`config.mk`:
```
export PLATFORM = sky130hd
export DESIGN_NAME = matvec_mac_sequencer
export DESIGN_NICKNAME = d
export VERILOG_FILES = /design/src/rtl/matvec_mac_sequencer.sv
export SDC_FILE = /design/constraint.sdc
export NUM_CORES = 1
export LEC_CHECK = 0
export BUFFER_PORTS_ARGS = -buffer_cell sky130_fd_sc_hd__buf_4
export CAP_MARGIN = 5
export CELL_PAD_IN_SITES_DETAIL_PLACEMENT = 0
export CELL_PAD_IN_SITES_GLOBAL_PLACEMENT = 2
export CORE_ASPECT_RATIO = 0.9
export CORE_MARGIN = 2
export CORE_UTILIZATION = 39
export CTS_CLUSTER_DIAMETER = 120
export DETAILED_ROUTE_END_ITERATION = 8
export PLACE_DENSITY = 0.87
export SLEW_MARGIN = 20
export SYNTH_ARGS = -nofsm -noshare
export SYNTH_HDL_FRONTEND = slang
export SYNTH_SLANG_ARGS = --single-unit
```
`constraint.sdc`:
```
create_clock -name clk -period 6.2 [get_ports clk]
set_input_delay 1.24 -clock clk [delete_from_list [all_inputs] [get_ports clk]]
set_output_delay 1.24 -clock clk [all_outputs]
set_load 0.03 [all_outputs]
```
`src/rtl/matvec_mac_sequencer.sv`:
```
// Matrix-by-vector product C = A*B sequenced through one shared multiply-accumulate unit.
// Optional stall counter output perf_stall is enabled by defining MATVEC_PERF_EN.
module matvec_mac_sequencer #(
   parameter int N      = 4,
   parameter int DATA_W = 7,
   parameter int ACC_W  = 18,
   parameter int ADDR_W = 4,
   localparam int ROW_W = (N > 1) ? $clog2(N) : 1
) (
   input  logic              clk,
   input  logic              rst,
   input  logic              ld_en,
   input  logic              ld_sel,
   input  logic [ADDR_W-1:0] ld_addr,
   input  logic [DATA_W-1:0] ld_data,
   output logic              ld_err,
   input  logic              start,
   output logic              busy,
   output logic              done,
   output logic              out_valid,
   input  logic              out_ready,
   output logic [ROW_W-1:0]  out_row,
   output logic [ACC_W-1:0]  out_data
`ifdef MATVEC_PERF_EN
   ,
   output logic [15:0]       perf_stall
`endif
);

   localparam int IDX_W = (N > 1) ? $clog2(N * N) : 1;
   localparam logic [ROW_W-1:0] LAST    = ROW_W'(N - 1);
   localparam logic [ADDR_W:0]  A_DEPTH = (ADDR_W + 1)'(N * N);
   localparam logic [ADDR_W:0]  B_DEPTH = (ADDR_W + 1)'(N);

   typedef enum logic [1:0] {IDLE, MAC, EMIT, DONE} state_t;

   state_t state, state_nxt;

   logic [DATA_W-1:0]   a_mem [N*N];
   logic [DATA_W-1:0]   b_mem [N];
   logic [ROW_W-1:0]    row, col;
   logic [ACC_W-1:0]    acc;
   logic                addr_ok, wr_ok;
   logic [IDX_W-1:0]    a_idx;
   logic [2*DATA_W-1:0] prod;
   logic [ACC_W-1:0]    prod_ext;

   assign busy      = (state != IDLE);
   assign out_valid = (state == EMIT);
   assign done      = (state == DONE);
   assign out_row   = row;
   assign out_data  = acc;

   assign addr_ok = ld_sel ? ({1'b0, ld_addr} < B_DEPTH) : ({1'b0, ld_addr} < A_DEPTH);
   assign wr_ok   = ld_en & ~busy & addr_ok;

   assign a_idx    = IDX_W'(int'(row) * N + int'(col));
   assign prod     = {{DATA_W{1'b0}}, a_mem[a_idx]} * {{DATA_W{1'b0}}, b_mem[col]};
   assign prod_ext = ACC_W'(prod);

   always_ff @(posedge clk) begin
      if (rst) state <= IDLE;
      else     state <= state_nxt;
   end

   // NOTE: the default assignment first means every path drives state_nxt, so no latch is inferred.
   always_comb begin
      state_nxt = state;
      unique case (state)
         IDLE:    if (start) state_nxt = MAC;
         MAC:     if (col == LAST) state_nxt = EMIT;
         EMIT:    if (out_ready) state_nxt = (row == LAST) ? DONE : MAC;
         DONE:    state_nxt = IDLE;
         default: state_nxt = IDLE;
      endcase
   end

   // NOTE: non-blocking assignments here so every register samples pre-edge values, including acc reading col.
   always_ff @(posedge clk) begin
      if (rst) begin
         // NOTE: storage is cleared on reset on purpose; this makes it a register file, not an inferable RAM.
         for (int i = 0; i < N * N; i++) a_mem[i] <= '0;
         for (int i = 0; i < N; i++)     b_mem[i] <= '0;
         ld_err <= 1'b0;
         acc    <= '0;
         row    <= '0;
         col    <= '0;
      end else begin
         ld_err <= ld_en & (busy | ~addr_ok);
         if (wr_ok) begin
            if (ld_sel) b_mem[ld_addr[ROW_W-1:0]] <= ld_data;
            else        a_mem[ld_addr[IDX_W-1:0]] <= ld_data;
         end
         unique case (state)
            IDLE: begin
               if (start) begin
                  row <= '0;
                  col <= '0;
               end
            end
            MAC: begin
               acc <= (col == '0) ? prod_ext : acc + prod_ext;
               col <= (col == LAST) ? '0 : col + ROW_W'(1);
            end
            EMIT: begin
               if (out_ready && row != LAST) row <= row + ROW_W'(1);
            end
            default: ;
         endcase
      end
   end

`ifdef MATVEC_PERF_EN
   always_ff @(posedge clk) begin
      if (rst)                                   perf_stall <= '0;
      else if (state == IDLE && start)           perf_stall <= '0;
      else if (out_valid && !out_ready && perf_stall != 16'hFFFF)
                                                 perf_stall <= perf_stall + 16'd1;
   end
`endif

endmodule

```
==> impl_metrics.py <==
metrics = {
    "placed_design": {
        "place_congestion": 0.856,
        "port_buffers": 40,
        "placed_area_sq_mm": 0.0110,
        "hpwl_microns": 17600,
        "dp_slack_ns": -0.368,
        "placed_cells": 1219,
    },
    "timing": {
        "fmax_mhz": 154,
        "final.min_clock_period_ns": 6.47,
        "timing.final.crit_share_pct": 104,
        "slew_viol_final": 0,
        "hold_violations": 0,
        "hold_ws_ns": 0.484,
        "relSlewSlack_pct": 28.4,
        "setup_viol": 8,
        "grt_setup_unrepaired": "true",
        "fin_worst_skew_ns": 0.0137,
        "worstMarginPinSlew_ns": 1.06,
        "setup_ws_ns": -0.274,
    },
    "layout": {
        "final_util_pct": 47.0,
        "final_common_cell": "and2_1",
        "nets": 1000,
        "diodes": 0,
        "final_cell_area_sq_mm": 0.0119,
        "fin_cells": 1264,
        "final_cell_mix": "and2_1, edfxtp_1, buf_4",
        "drive_above_1_share_pct": 24.8,
        "syn_to_final_growth_pct": 18.1,
    },
    "synth": {
        "yosysWarnings": 0,
        "synth_top_area_share_pct": 41.8,
        "avgSynthCellArea_sq_um": 12.2,
        "synth_area_sq_mm": 0.0101,
        "synth_top_flop_cell": "edfxtp_1",
        "synth-seq-cells": 167,
        "yosysTopAreaCell": "edfxtp_1",
        "synth_seq_area_share_pct": 47.2,
        "synth-edff-count": 140,
        "async_reset_ff_share_pct": 0,
        "synth_cells": 821,
        "syn_nets": 912,
        "synth.distinct_cells": 60,
        "netlist_top_cells_area": "edfxtp_1, and2_1, ha_1",
    },
    "cts": {
        "clk_path_buf_depth": 2,
        "worstSkewPairLatency_ns": 0.44,
        "cts-root-buf": "clkbuf_16",
        "clk_pin_slew_ns": 0.08,
        "cts_buffers": 17,
        "cts_tree": "yes",
        "htreeDepth": 4,
        "clock_sinks": 167,
    },
    "die": {
        "num_io_pins": 41,
        "start_util_pct": 39.8,
        "die_h_microns": 156,
        "design.core.area_sq_mm": 0.0253,
        "dieArea_sq_mm": 0.0271,
        "die_w_microns": 173,
        "rows": 55,
    },
    "min_path": {
        "whs_path_depth": 2,
        "hold_class": "register to register",
    },
    "route": {
        "drt-wirelength-per-cell_microns": 19.4,
        "firstDrtPassIters": 6,
        "antenna_left": 0,
        "vias_per_cell": 5.31,
        "drtIter0Drc": 535,
        "wirelength_microns": 24500,
        "vias": 6715,
        "drc": 0,
    },
    "job": {
        "max_cap_viol_count": 0,
    },
    "global_route": {
        "overflow": 0,
        "grt_max_degree": 30,
        "grt_use_total_pct": 18.8,
        "use_met3_pct": 3.91,
        "gr-usage-met2_pct": 30.9,
        "use_met1_pct": 25.2,
        "grt_pass1_vias": 6751,
        "grt_antenna_before_repair": 0,
        "grt_pass1_wl_microns": 38800,
        "grt.busiest_layer": "met2",
    },
    "critical_path": {
        "end_kind": "register",
        "crit_fanout": 7,
        "start_kind": "register",
        "worstSetupPathType": "register to register",
        "r2r_cells": 25,
        "arrival_ns": 6.79,
        "cp.required_ns": 6.52,
    },
    "status": {
        "status": "complete, but fails checks",
        "violations": "negative setup slack",
    },
    "pwr": {
        "leakage_nw": 4.90,
        "vdd_drop_max_uv": 178,
        "power_density_mw_per_mm2": 272,
    },
}
layer usage:
| layer | routed length (microns) | vias up |
|---|---|---|
| met4 | 516 | 0 |
| met5 | 0 | - |
| li1 | - | 3146 |
| met3 | 1210 | 36 |
| met2 | 11900 | 173 |
| met1 | 10900 | 3360 |
cells by family (layout without fill, tap and decap cells):
family | Yosys count | count (layout) | share of synthesized area, %
compound gates | 118 | 118 | 7.37
mux | 48 | 48 | 10.8
buf+inv | 75 | 176 | 4.08
flops | 167 | 167 | 47.2
simple gates | 320 | 320 | 17.8
fa+ha+maj | 74 | 74 | 11.1
xor+xnor | 19 | 19 | 1.66
final cells by class:
| type | count | area [sq um] |
|---|---|---|
| clock buffer | 17 | 425 |
| multi-input combinational | 579 | 5020 |
| tap | 342 | 428 |
| clock inverter | 15 | 199 |
| fill | 2268 | 13400 |
| timing repair buffer | 115 | 943 |
| sequential | 167 | 4750 |
| inverter | 29 | 109 |
Yosys cell counts (all sizes together), types with 16 or more instances:
cell,count
mux4,42
and2,157
a21oi,28
nor3,16
inv,29
ha,49
nand2,40
nor2,46
o21ai,39
clkbuf,34
dfxtp,27
and3,23
edfxtp,140
fa,25
sequential cells by signal (all words and copies together), names as in the netlist, named ones only:
| name | flops |
|---|---|
| a_mem | 112 |
| b_mem | 28 |
| out_data | 18 |
| col | 2 |
| out_row | 2 |
| state | 2 |
| ld_err | 1 |
worst max-delay path, stage by stage, from the launching register on:
cell and delay, ns:
dfxtp_4 0.42, buf_16 0.14, mux4_2 0.52, mux4_2 0.54
nand2_2 0.10, fa_1 0.44, fa_1 0.58, inv_2 0.04
fa_1 0.47, inv_1 0.05, fa_1 0.49, inv_2 0.05
ha_4 0.21, o21a_1 0.16, o21a_1 0.16, o22a_1 0.23
a22o_1 0.22, o21a_1 0.20, nor2_2 0.09, xor2_1 0.07
ha_1 0.34, nand4_1 0.20, or3_1 0.36, nand3_1 0.10
xnor2_1 0.11, nor3_1 0.05
where the power goes:
part / switching, mW / internal (mW)
Combinational: 0.429 / 0.396
Sequential: 0.0290 / 1.26
Clock: 0.535 / 0.585
Total: 0.993 / 2.24
timing repair:
action                                  in CTS  in global routing
gates cloned                                 1                  0
buffers inserted                            11                  1
pin swaps                                   22                  9
hold buffers                                 0                  0
resized for setup                           33                 17
endpoints found under the setup margin       9                 13
through the flow:
stage / power [mW] / setup TNS [ns]
2_1_floorplan: 1.77 / -0.563
3_3_place_gp: 2.05 / -2.09
3_5_place_dp: 2.06 / -2.46
4_1_cts: 3.22 / -1.51
5_1_grt: 3.38 / -3.92
6_report: 3.23 / -1.30
worst paths after layout:
| kind | start | endpoint | slack, ns |
|---|---|---|---|
| setup reg to reg | col[0] | out_data[17] | -0.27 |
| setup / recovery | col[0] | out_data[17] | -0.27 |
| hold reg to reg | out_data[2] | out_data[2] | 0.48 |
| hold / removal | out_data[2] | out_data[2] | 0.48 |
Power figures use the tool's default switching activity.
